`src/rtl/sprite_pop_scheduler.sv`:
```
// rtl/sprite_pop_scheduler.sv - debounced/auto-timed random sprite position scheduler, frame-synchronous commit
module sprite_pop_scheduler #(
    parameter int H_ACTIVE        = 1280,
    parameter int V_ACTIVE        = 720,
    parameter int SPRITE_W        = 256,
    parameter int SPRITE_H        = 256,
    parameter int DEBOUNCE_CYCLES = 742500
) (
    input  logic        clk_pixel_in,
    input  logic        rst_n_in,
    input  logic        trigger_in,
    input  logic        new_frame_in,
    input  logic [15:0] rand_in,
    input  logic        auto_en_in,
    input  logic [5:0]  auto_period_in,
    output logic [10:0] x_out,
    output logic [9:0]  y_out,
    output logic        pop_out,
    output logic        update_out,
    output logic        busy_out
);

    localparam int              DB_W    = $clog2(DEBOUNCE_CYCLES + 1);
    localparam logic [DB_W-1:0] DB_LAST = DB_W'(DEBOUNCE_CYCLES - 1);
    localparam logic [10:0]     XR      = 11'(H_ACTIVE - SPRITE_W + 1);
    localparam logic [9:0]      YR      = 10'(V_ACTIVE - SPRITE_H + 1);

    typedef enum logic [1:0] {S_IDLE, S_CAPTURE, S_FOLD, S_ARM} state_t;

    state_t            state_q, state_d;
    logic              sync1_q, sync1_d, sync2_q, sync2_d;
    logic              deb_q, deb_d, deb_prev_q, deb_prev_d;
    logic [DB_W-1:0]   deb_cnt_q, deb_cnt_d;
    logic [5:0]        frame_cnt_q, frame_cnt_d;
    logic [10:0]       xr_q, xr_d, x_q, x_d;
    logic [9:0]        yr_q, yr_d, y_q, y_d;
    logic              pend_q, pend_d, pop_q, pop_d;
    logic              update_q, update_d, busy_q, busy_d;
    logic              btn_req, auto_req, req;

    always_comb begin
        sync1_d    = trigger_in;
        sync2_d    = sync1_q;
        deb_d      = deb_q;
        deb_cnt_d  = '0;
        deb_prev_d = deb_q;
        // Counter only advances while the synchronised input disagrees with the debounced level
        if (sync2_q != deb_q) begin
            if (deb_cnt_q == DB_LAST) begin
                deb_d = ~deb_q;
            end else begin
                deb_cnt_d = deb_cnt_q + 1'b1;
            end
        end
        btn_req = deb_q & ~deb_prev_q;

        frame_cnt_d = frame_cnt_q;
        auto_req    = 1'b0;
        if (!auto_en_in || auto_period_in == 6'd0) begin
            frame_cnt_d = '0;
        end else if (new_frame_in) begin
            if (frame_cnt_q + 6'd1 == auto_period_in) begin
                frame_cnt_d = '0;
                auto_req    = 1'b1;
            end else begin
                frame_cnt_d = frame_cnt_q + 6'd1;
            end
        end
        req = btn_req | auto_req;

        state_d  = state_q;
        xr_d     = xr_q;
        yr_d     = yr_q;
        pend_d   = pend_q;
        x_d      = x_q;
        y_d      = y_q;
        pop_d    = pop_q;
        update_d = 1'b0;
        case (state_q)
            S_IDLE: begin
                if (req) state_d = S_CAPTURE;
            end
            S_CAPTURE: begin
                xr_d    = rand_in[10:0];
                yr_d    = {rand_in[4:0], rand_in[15:11]};
                pend_d  = rand_in[0];
                state_d = S_FOLD;
            end
            S_FOLD: begin
                if (xr_q >= XR) xr_d = xr_q - XR;
                if (yr_q >= YR) yr_d = yr_q - YR;
                if (xr_q < XR && yr_q < YR) state_d = S_ARM;
            end
            S_ARM: begin
                // Commit only at frame start so the sprite never moves mid-frame
                if (new_frame_in) begin
                    x_d      = xr_q;
                    y_d      = yr_q;
                    pop_d    = pend_q;
                    update_d = 1'b1;
                    state_d  = S_IDLE;
                end
            end
            default: state_d = S_IDLE;
        endcase
        busy_d = (state_d != S_IDLE);
    end

    always_ff @(posedge clk_pixel_in or negedge rst_n_in) begin
        if (!rst_n_in) begin
            state_q     <= S_IDLE;
            sync1_q     <= 1'b0;
            sync2_q     <= 1'b0;
            deb_q       <= 1'b0;
            deb_prev_q  <= 1'b0;
            deb_cnt_q   <= '0;
            frame_cnt_q <= '0;
            xr_q        <= '0;
            yr_q        <= '0;
            pend_q      <= 1'b0;
            x_q         <= '0;
            y_q         <= '0;
            pop_q       <= 1'b0;
            update_q    <= 1'b0;
            busy_q      <= 1'b0;
        end else begin
            state_q     <= state_d;
            sync1_q     <= sync1_d;
            sync2_q     <= sync2_d;
            deb_q       <= deb_d;
            deb_prev_q  <= deb_prev_d;
            deb_cnt_q   <= deb_cnt_d;
            frame_cnt_q <= frame_cnt_d;
            xr_q        <= xr_d;
            yr_q        <= yr_d;
            pend_q      <= pend_d;
            x_q         <= x_d;
            y_q         <= y_d;
            pop_q       <= pop_d;
            update_q    <= update_d;
            busy_q      <= busy_d;
        end
    end

    assign x_out      = x_q;
    assign y_out      = y_q;
    assign pop_out    = pop_q;
    assign update_out = update_q;
    assign busy_out   = busy_q;

endmodule

```
`config.mk`:
```
export PLATFORM = sky130hd
export DESIGN_NAME = sprite_pop_scheduler
export DESIGN_NICKNAME = d
export VERILOG_FILES = /design/src/rtl/sprite_pop_scheduler.sv
export SDC_FILE = /design/constraint.sdc
export NUM_CORES = 1
export LEC_CHECK = 0
export ABC_AREA = 1
export CAP_MARGIN = 30
export CORE_MARGIN = 5
export CORE_UTILIZATION = 48
export DETAILED_ROUTE_END_ITERATION = 8
export PLACE_DENSITY = 0.81
export SLEW_MARGIN = 10
export SYNTH_ARGS = -nofsm -noshare
export SYNTH_HDL_FRONTEND = slang
export SYNTH_SLANG_ARGS = --single-unit
```
`constraint.sdc`:
```
create_clock -name clk_pixel_in -period 1.82 [get_ports clk_pixel_in]
set_input_delay 0.182 -clock clk_pixel_in [delete_from_list [all_inputs] [get_ports clk_pixel_in]]
set_output_delay 0.182 -clock clk_pixel_in [all_outputs]
set_load 0.005 [all_outputs]
```
==> flow_summary.toml <==
[logic_synthesis]
yosysSeqAreaShare_pct = 47.0
ys_ff_latch = 78
ys_warn_count = 0
synth_xor_area_share_pct = 2.53
synthTopCellsByCount = "nand2_1, dfrtp_1, nor2_1"
synthMuxAreaShare_pct = 0
async_reset_ff_share_pct = 100
syn-num-nets = 582
netlist_area_um2 = 4150
synth_top_area_share_pct = 47.0
synth_top_flop_cell = "dfrtp_1"
syn_inst = 549
synth_most_common_cell = "nand2_1"
yosys.area_share.adder_pct = 1.81
yosys.area.top_type = "dfrtp_1"
synth_edf_count = 0
yosys.area_share.simple_pct = 30.9
synth_cell_types = 32
synth_top_family_by_area = "simple AND/OR/NAND/NOR gates"
synthTopCellsByArea = "dfrtp_1, nand2_1, nand3_1"
synth_compound_area_share_pct = 10.5
syn_area_per_cell_um2 = 7.56

[power_and_ir_drop]
pwr_density_cell_nw_per_um2 = 1400
ir_drop_v = 0.000882
p_leak_uw = 0.00239

[floorplanning]
die_h_um = 103
core_area_um2 = 8590
dieArea_um2 = 10600
io_pins = 51
rows = 34
start_util_pct = 48.3
die_x_um = 103

[placement]
placed_cell_area_um2 = 4800
gp_congestion = 0.894
io_buffers = 50
dp.cells = 703
dpl.hpwl_mm = 6.83

[sta]
hold_violations = 0
max_freq_ghz = 0.568
fin_worst_skew_ps = 8.02
rsz0062_at_grt = "true"
setup_viol = 0
final-max-slew-violation-count = 0
fin_setup_tns_ps = 0
worst_pin_slew_ps = 466
final.period_utilization_pct = 96.7
relSlewSlack_pct = 68.9
layout_min_cycle_time_ps = 1760

[global_routing]
grt_pass1_wl_mm = 16.4
gr-total-overflow = 0
antenna_found_initial = 0
grtUsageTotal_pct = 19.3
first_global_vias = 3619
grt_max_degree = 52

[final_layout]
drive_above_1_share_pct = 12.3
syn_to_final_growth_pct = 21.7
fin_util_pct = 58.8
layout.nets = 641
layout.cells.non_filler = 720
design_area_um2 = 5050
n_antenna_cell = 0

[job]
cap_violations = 0

[clock_tree]
cts.sinks = 78
tritoncts = "built"
htree_num_levels = 3
clk_latency_ps = 350
clockBufferDepth = 2
numCtsBuffers = 9
cts_root_buf = "clkbuf_8"
path_clk_slew_ps = 80

[drt]
first_pass_iters = 5
vias = 3801
drc = 0
drt_first_iter_violations = 193
wl_mm = 9.55
antenna_left = 0
avgRoutedWirePerCell_um = 13.3
via_per_inst = 5.28

[min_path]
hp-class = "in -> reg"

[setup_path]
crit_path_frequent_cell = "nand2_1"
path_cells = "inv_2 > ha_2 > nand2_1 > nand2_2 > nand2_2 > a21oi_2 > nand2_1 > nand2_4 > nand2_8 > nand2_1 > nand2_1"
cp_slowest_stage_delay_ps = 420
path_class = "reg -> reg"
critPathRequiredTime_ps = 2060
cp_slowest_cell = "dfrtp_1"
crit_family = "simple AND/OR/NAND/NOR gates"
crit_arrival_ps = 2000
setup.worst_path.start_class = "flip-flop"
end_kind = "flip-flop"
crit_fanout = 17
critPathBufInv = 1

[run_status]
status = "finished clean"
logic make-up (layout without fill, tap and decap cells):
group                    after synthesis  in the layout
AND/OR/NAND/NOR                      298            298
AO/OA/AOI/OAI                         79             79
flip-flops                            78             78
buffers and inverters                 76            139
XOR/XNOR                              12             12
adder cells (fa/ha/maj)                6              6
timing repair:
action / 4_1_cts / 5_1_grt
endpoints found under the hold margin: 27 / 0
gates resized for setup: 0 / 16
setup buffers: 0 / 1
hold buffers: 1 / 0
setup endpoints to repair: 0 / 30
stage by stage:
step / power, uW / setup slack (ps) / hold slack [ps]
2_1_floorplan: 4590 / 208 / -114
3_3_place_gp: 5580 / 141 / 130
3_5_place_dp: 5690 / 28.2 / 136
4_1_cts: 6980 / 6.76 / 268
5_1_grt: 7680 / -22.8 / 276
6_report: 7080 / 60.7 / 275
cells in the final DEF (no fill, tap or decap), types with 7 or more instances in the layout:
master | Yosys | routed
nor3_1 | 9 | 9
dfrtp_1 | 78 | 77
xor2_1 | 8 | 8
inv_1 | 48 | 46
o21ai_2 | 7 | 7
a21oi_1 | 10 | 10
buf_4 | 0 | 10
clkdlybuf4s50_1 | 0 | 49
nand4_1 | 12 | 12
nor2_2 | 3 | 7
inv_2 | 15 | 17
nor2_1 | 50 | 46
nand2_2 | 4 | 8
o21ai_0 | 39 | 39
clkbuf_8 | 0 | 10
nand2_1 | 169 | 164
o21ai_1 | 18 | 18
nand3_1 | 42 | 41
per-layer routing:
| metal | share of wire, % | track usage, % | vias up |
|---|---|---|---|
| li1 | - | - | 1892 |
| met1 | 42 | 25.1 | 1785 |
| met2 | 51 | 33.1 | 109 |
| met3 | 5.3 | 3.65 | 15 |
| met4 | 1.4 | 4.88 | 0 |
| met5 | 0 | 0 | - |
final cells by class:
class | instances | area, um^2
multi-input cells | 395 | 1940
well taps | 108 | 135
fillers | 778 | 3540
inverters | 63 | 236
flip-flops and latches | 78 | 1950
repair buffers | 61 | 596
clock inverters | 5 | 50.0
clock buffers | 10 | 138
worst paths after layout:
| kind | from | to | slack [ps] | cells past startpoint |
|---|---|---|---|---|
| worst min-delay path | trigger_in | sync1_q | 280 | 1 |
| worst max register to register | yr_q[0] | yr_q[9] | 60 | 11 |
| worst max-delay path | yr_q[0] | yr_q[9] | 60 | 11 |
| max in group asynchronous | rst_n_in | state_q[1] | 940 | 3 |
| min in group asynchronous | rst_n_in | y_out[5] | 300 | 2 |
| worst min register to register | sync1_q | sync2_q | 360 | 0 |
power by group:
group          switching [uW]  total, uW  internal, uW
logic                    1850       3160          1320
registers                 389       2640          2250
clock network             628       1280           654
registers in the layout (all words and copies together) (netlist names):
register / count
busy_out: 1
deb_cnt_q: 20
deb_prev_d: 1
deb_prev_q: 1
frame_cnt_q: 6
pend_q: 1
pop_out: 1
state_q: 2
sync1_q: 1
sync2_q: 1
update_out: 1
x_out: 11
xr_q: 11
y_out: 10
yr_q: 10
worst reg2reg max path: cells and delay by family, from the launching register on:
family                   cells  cell delay [ps]
AO/OA/AOI/OAI                1              160
adder cells (fa/ha/maj)      1              200
flip-flops                   1              420
buffers and inverters        1              100
AND/OR/NAND/NOR              8              760
Power figures use the tool's default switching activity.
